<file path="src/rtl/pc_fetch_if.sv">
// Fetch-stage bundle: decode backpressure, branch redirect,
// instruction memory port and the fetch result presented to decode.
interface pc_fetch_if #(
  parameter int PC_W = 16
);
  logic            stall;
  logic            pc_branch_sel;
  logic [PC_W-1:0] branch_target;
  logic [31:0]     imem_rdata;
  logic [PC_W-1:0] imem_addr;
  logic [31:0]     fetch_instr;
  logic [PC_W-1:0] fetch_pc;
  logic            fetch_valid;
  logic            flush;
  logic            halted;

  modport master (
    output stall,
    output pc_branch_sel,
    output branch_target,
    output imem_rdata,
    input  imem_addr,
    input  fetch_instr,
    input  fetch_pc,
    input  fetch_valid,
    input  flush,
    input  halted
  );

  modport slave (
    input  stall,
    input  pc_branch_sel,
    input  branch_target,
    input  imem_rdata,
    output imem_addr,
    output fetch_instr,
    output fetch_pc,
    output fetch_valid,
    output flush,
    output halted
  );
endinterface

</file>
<file path="src/rtl/pc_fetch_unit.sv">
// Program counter and fetch stage: branch redirect with a squash
// window, stall hold over a synchronous imem, and halt detection.
module pc_fetch_unit #(
  parameter int              PC_W        = 16,
  parameter logic [PC_W-1:0] RESET_PC    = '0,
  parameter int              FLUSH_DEPTH = 2,
  parameter logic [4:0]      HALT_OP     = 5'b11111
) (
  input  logic     clk,
  input  logic     rst,
  pc_fetch_if.slave bus
);

  typedef enum logic [1:0] {
    RUN,
    FLUSH,
    HALT
  } state_t;

  localparam logic [2:0] CNT_INIT = 3'(FLUSH_DEPTH - 1);

  state_t          state;
  logic [PC_W-1:0] pc;
  logic [PC_W-1:0] fetch_pc_q;
  logic            fetch_valid_q;
  logic            flush_q;
  logic            halted_q;
  logic [2:0]      flush_cnt;
  logic            held;
  logic [31:0]     instr_q;
  logic [31:0]     instr;
  logic            take_br;
  logic            halt_hit;

  // imem keeps reading at pc while stalled, so the
  // presented instruction is parked in instr_q
  assign instr = held ? instr_q : bus.imem_rdata;

  assign take_br = bus.pc_branch_sel
                && (state != HALT);

  assign halt_hit = (state == RUN)
                 && fetch_valid_q
                 && !bus.stall
                 && !bus.pc_branch_sel
                 && (instr[31:27] == HALT_OP);

  assign bus.imem_addr   = pc;
  assign bus.fetch_instr = instr;
  assign bus.fetch_pc    = fetch_pc_q;
  assign bus.fetch_valid = fetch_valid_q;
  assign bus.flush       = flush_q;
  assign bus.halted      = halted_q;

  always_ff @(posedge clk or posedge rst) begin
    if (rst) begin
      state         <= RUN;
      pc            <= RESET_PC;
      fetch_pc_q    <= RESET_PC;
      fetch_valid_q <= 1'b0;
      flush_q       <= 1'b0;
      halted_q      <= 1'b0;
      flush_cnt     <= 3'd0;
      held          <= 1'b0;
      instr_q       <= 32'd0;
    end else begin
      flush_q <= 1'b0;
      priority case (1'b1)
        take_br: begin
          pc            <= bus.branch_target;
          flush_q       <= 1'b1;
          fetch_valid_q <= 1'b0;
          flush_cnt     <= CNT_INIT;
          held          <= 1'b0;
          state         <= FLUSH;
        end
        halt_hit: begin
          fetch_valid_q <= 1'b0;
          halted_q      <= 1'b1;
          held          <= 1'b0;
          state         <= HALT;
        end
        (state == HALT): begin
        end
        bus.stall: begin
          held    <= 1'b1;
          instr_q <= instr;
        end
        // pc parks on the target until the last squashed
        // slot so the first valid fetch is the target
        (state == FLUSH): begin
          held       <= 1'b0;
          fetch_pc_q <= pc;
          if (flush_cnt == 3'd0) begin
            pc            <= pc + 1'b1;
            fetch_valid_q <= 1'b1;
            state         <= RUN;
          end else begin
            flush_cnt <= flush_cnt - 3'd1;
          end
        end
        default: begin
          held          <= 1'b0;
          pc            <= pc + 1'b1;
          fetch_pc_q    <= pc;
          fetch_valid_q <= 1'b1;
        end
      endcase
    end
  end

endmodule

</file>
<file path="src/flat_wrapper.sv">
// flat-port wrapper written by rule: the top's interface ports become plain ports
module pc_fetch_unit_flat 
#(
  parameter int              PC_W        = 16,
  parameter logic [PC_W-1:0] RESET_PC    = '0,
  parameter int              FLUSH_DEPTH = 2,
  parameter logic [4:0]      HALT_OP     = 5'b11111
)
  (clk, rst, bus_stall, bus_pc_branch_sel, bus_branch_target, bus_imem_rdata, bus_imem_addr, bus_fetch_instr, bus_fetch_pc, bus_fetch_valid, bus_flush, bus_halted);
  pc_fetch_if #(.PC_W(PC_W)) bus_i ();
  input  logic clk;
  input  logic rst;
  input wire logic [$bits(bus_i.stall)-1:0] bus_stall;
  input wire logic [$bits(bus_i.pc_branch_sel)-1:0] bus_pc_branch_sel;
  input wire logic [$bits(bus_i.branch_target)-1:0] bus_branch_target;
  input wire logic [$bits(bus_i.imem_rdata)-1:0] bus_imem_rdata;
  output wire logic [$bits(bus_i.imem_addr)-1:0] bus_imem_addr;
  output wire logic [$bits(bus_i.fetch_instr)-1:0] bus_fetch_instr;
  output wire logic [$bits(bus_i.fetch_pc)-1:0] bus_fetch_pc;
  output wire logic [$bits(bus_i.fetch_valid)-1:0] bus_fetch_valid;
  output wire logic [$bits(bus_i.flush)-1:0] bus_flush;
  output wire logic [$bits(bus_i.halted)-1:0] bus_halted;
  assign bus_i.stall = bus_stall;
  assign bus_i.pc_branch_sel = bus_pc_branch_sel;
  assign bus_i.branch_target = bus_branch_target;
  assign bus_i.imem_rdata = bus_imem_rdata;
  assign bus_imem_addr = bus_i.imem_addr;
  assign bus_fetch_instr = bus_i.fetch_instr;
  assign bus_fetch_pc = bus_i.fetch_pc;
  assign bus_fetch_valid = bus_i.fetch_valid;
  assign bus_flush = bus_i.flush;
  assign bus_halted = bus_i.halted;
  pc_fetch_unit #(.PC_W(PC_W), .RESET_PC(RESET_PC), .FLUSH_DEPTH(FLUSH_DEPTH), .HALT_OP(HALT_OP)) u_core (.clk(clk), .rst(rst), .bus(bus_i));
endmodule
</file>
<file path="config.mk">
export PLATFORM = sky130hd
export DESIGN_NAME = pc_fetch_unit_flat
export DESIGN_NICKNAME = d
export VERILOG_FILES = /design/src/rtl/pc_fetch_if.sv /design/src/rtl/pc_fetch_unit.sv /design/src/flat_wrapper.sv
export SDC_FILE = /design/constraint.sdc
export NUM_CORES = 1
export LEC_CHECK = 0
export BUFFER_PORTS_ARGS = -buffer_cell sky130_fd_sc_hd__buf_2
export CAP_MARGIN = 10
export CORE_UTILIZATION = 46
export DETAILED_ROUTE_END_ITERATION = 8
export GPL_TIMING_DRIVEN = 0
export PLACE_DENSITY_LB_ADDON = 0.05
export RECOVER_POWER = 100
export SYNTH_ARGS = -nofsm -noshare
export SYNTH_HDL_FRONTEND = slang
export SYNTH_SLANG_ARGS = --single-unit
</file>
<file path="constraint.sdc">
create_clock -name clk -period 2 [get_ports clk]
set_input_delay 0.3 -clock clk [delete_from_list [all_inputs] [get_ports clk]]
set_output_delay 0.3 -clock clk [all_outputs]
set_load 0.02 [all_outputs]
</file>
==> out/metrics.csv <==
metric,value,unit
grt_setup_unrepaired,true,
internal_power,3.021,mW
cts_tree,done,
ys_seq_elements,73,
numClockSinks,73,
vias_per_cell,5.341,
grt_start_max_net_pins,30,
syn_area_per_cell,11.86,um2
syn_inst,304,
cp_slowest_cell,dfrtp_2,
final_cell_area,4676,um2
multi_input_area,1764,um2
power_density,989.8,nW/um2
crit_chain,mux2_4 > and4_4 > and2_4 > nor4_4 > buf_6 > buf_8 > mux2_4,
fmax,0.5154,GHz
area_growth,29.71,%
post_drt_wl_per_cell,15.35,um
p_clk_frac,0.223,
nNetsFinal,500,
grt.overflow.total,0,
diodes,0,
drive_above_1_share,0.4698,
hold_path_class,in -> reg,
hold_viol,0,
core_area,7408,um2
io_pins,119,
post-place-ws,-0.5502,ns
period_minus_slack,1.940,ns
cp-end-kind,flop,
peakVddDrop,466.6,uV
syn_nets,359,
drc,0,
yosys_warnings,0,
p_seq_frac,0.446,
fp-row-count,31,
postRouteAntennaNets,0,
synthDistinctLibCells,42,
maxCapViolations,0,
clock_latency,0.34,ns
crit_required,2.22,ns
cp.arrival,2.16,ns
slowest_delay,0.44,ns
worstSetupPathType,reg -> reg,
p_switching,1.607,mW
fin_ws,0.05974,ns
wirelength,8380,um
final.fill_count,655,
ff_latch_area,1828,um2
yosysTopAreaCell,dfrtp_1,
setup_viol,0,
p_sw_frac,0.3473,
htreeDepth,3,
fin_setup_tns,0,ns
root_buffer,clkbuf_8,
antenna_found_initial,0,
grt_usage,0.2112,
hpwl,6030,um
placed_area,4369,um2
grt_pass1_vias,2891,
vias,2916,
clk_path_buf_depth,2,
port_buffers,118,
place_congestion,0.8027,
synth-edff-count,0,
critPathMaxFanout,6,
ys.flop_type,dfrtp_1,
grt_pass1_wl,13780,um
drt_iter0_drc,52,
slew_headroom,0.4673,
ys_seq_area_frac,0.5068,
cts_made_buffers,9,
cp_common_cell,mux2_4,
syn_area,3605,um2
yosysTopAreaCellShare,0.5068,
slew_violations,0,
startpoint_type,flop,
leakage,2.125,nW
fin_worst_skew,0.005973,ns
die_area,8194,um2
fin_cells,546,
r2r_setup_slack,0.06,ns
ys_top_cells_by_area,"dfrtp_1 (51%), mux2_2 (25%), a21oi_1 (2.8%)",
dieWidth,90.52,um
post-route-period-util,0.9701,
dp_cells,523,
path_clk_slew,0.07,ns
outcome,completed,
firstDrtPassIters,4,
async_flop_share,1.000,
worst_slew_pin_slew,0.7947,ns
final_core_util,0.6311,
initial_utilization,0.4866,
die_h,90.52,um
power_frac_comb,0.331,
==> stage by stage <==
step           total power, mW  hold WS, ns
2_1_floorplan            3.046       0.4325
3_3_place_gp             3.490       0.4494
3_5_place_dp             3.549       0.3306
4_1_cts                  4.707       0.2013
5_1_grt                  4.896       0.2046
6_report                 4.628       0.2049
==> layout make-up <==
type / instances / area share
buffer: 13 / 0.01552
clock buffer: 13 / 0.03613
inverter: 8 / 0.006690
multi-input combinational: 207 / 0.3773
sequential: 73 / 0.3910
tap: 99 / 0.02649
timing repair buffer: 133 / 0.1469
==> sequential cells by signal (all words and copies together), names as in the netlist <==
| signal | count |
|---|---|
| u_core.state | 2 |
| u_core.bus.imem_addr | 16 |
| u_core.bus.flush | 1 |
| u_core.instr_q | 32 |
| u_core.flush_cnt | 3 |
| u_core.bus.fetch_valid | 1 |
| u_core.bus.fetch_pc | 16 |
| u_core.bus.halted | 1 |
| u_core.held | 1 |
==> worst max-delay path: cells and delay by family (launching register included) <==
family,cells,cell delay [ns]
simple gates,3,0.46
buf+inv,2,0.29
mux,2,0.62
flops,1,0.44
==> cells in the final DEF, fill, tap and decap left out, drive strengths merged, types with 6 or more instances in the layout <==
| cell type | netlist | routed |
|---|---|---|
| o21ai | 11 | 11 |
| mux2 | 80 | 80 |
| clkbuf | 11 | 60 |
| nand2 | 19 | 19 |
| o22ai | 6 | 6 |
| dfrtp | 73 | 73 |
| inv | 8 | 7 |
| nand3 | 8 | 8 |
| nand4 | 6 | 6 |
| nor2 | 13 | 13 |
| buf | 5 | 98 |
| a21oi | 20 | 20 |
==> power groups by stage <==
| stage | logic (mW) | clock network, mW | registers [mW] |
|---|---|---|---|
| 6_report | 1.53 | 1.03 | 2.06 |
| 5_1_grt | 1.66 | 1.13 | 2.11 |
| 4_1_cts | 1.59 | 1.07 | 2.05 |
| 3_5_place_dp | 1.48 | 0 | 2.07 |
| 3_3_place_gp | 1.43 | 0 | 2.06 |
| 2_1_floorplan | 0.789 | 0 | 2.26 |
==> kinds of logic (layout without fill, tap and decap cells) <==
kind of cell / count (synthesis) / count (layout) / synth area share
adders and majority gates: 3 / 3 / 0.01041
buffers and inverters: 24 / 167 / 0.03193
DFF: 73 / 73 / 0.5068
muxes: 81 / 81 / 0.2537
xor gates and xnor gates: 2 / 2 / 0.004860
and+or+nand+nor: 64 / 64 / 0.09303
AOI/OAI and AO/OA: 57 / 57 / 0.09927
==> cells in the mapped netlist, types with 2 or more instances <==
library cell / instances
buf_2: 2
nand2_1: 19
and4_1: 2
and3_1: 2
o22a_1: 2
nor2b_1: 2
nand4_1: 6
a21oi_1: 20
o22ai_1: 6
dfrtp_1: 73
ha_1: 3
o21ai_0: 11
o31ai_1: 2
nor2_1: 13
nand3_1: 8
buf_6: 3
a22oi_1: 3
clkbuf_1: 11
nand2b_1: 3
a21o_1: 3
inv_1: 8
or2_2: 2
mux2_2: 79
or3_1: 2
a31oi_1: 2
==> what timing repair did <==
| action | CTS | global route |
|---|---|---|
| cloned | 1 | 0 |
| resized for setup | 29 | 8 |
| hold endpoints to repair | 16 | 0 |
| hold buffers | 1 | 0 |
| endpoints found under the setup margin | 90 | 60 |
| buffers inserted | 8 | 3 |
| pin swaps | 2 | 1 |
==> per-layer routing <==
metal / vias up / global-route usage / share of wire
met3: 9 / 0.04966 / 0.061
met5: - / 0 / 0
met2: 92 / 0.3542 / 0.52
met1: 1433 / 0.2585 / 0.41
li1: 1382 / - / -
met4: 0 / 0.09274 / 0.011
==> path summary, 6_finish.rpt <==
check | startpoint | end | depth (start not counted)
worst min register to register | u_core.bus.halted | u_core.bus.halted | 1
min in group asynchronous | rst | u_core.bus.flush | 3
worst min-delay path | bus_branch_target[10] | u_core.bus.imem_addr[10] | 3
worst max-delay path | u_core.held | u_core.bus.fetch_pc[11] | 7
max in group asynchronous | rst | u_core.bus.imem_addr[9] | 4
worst max register to register | u_core.held | u_core.bus.fetch_pc[11] | 7
Power figures use the tool's default switching activity.
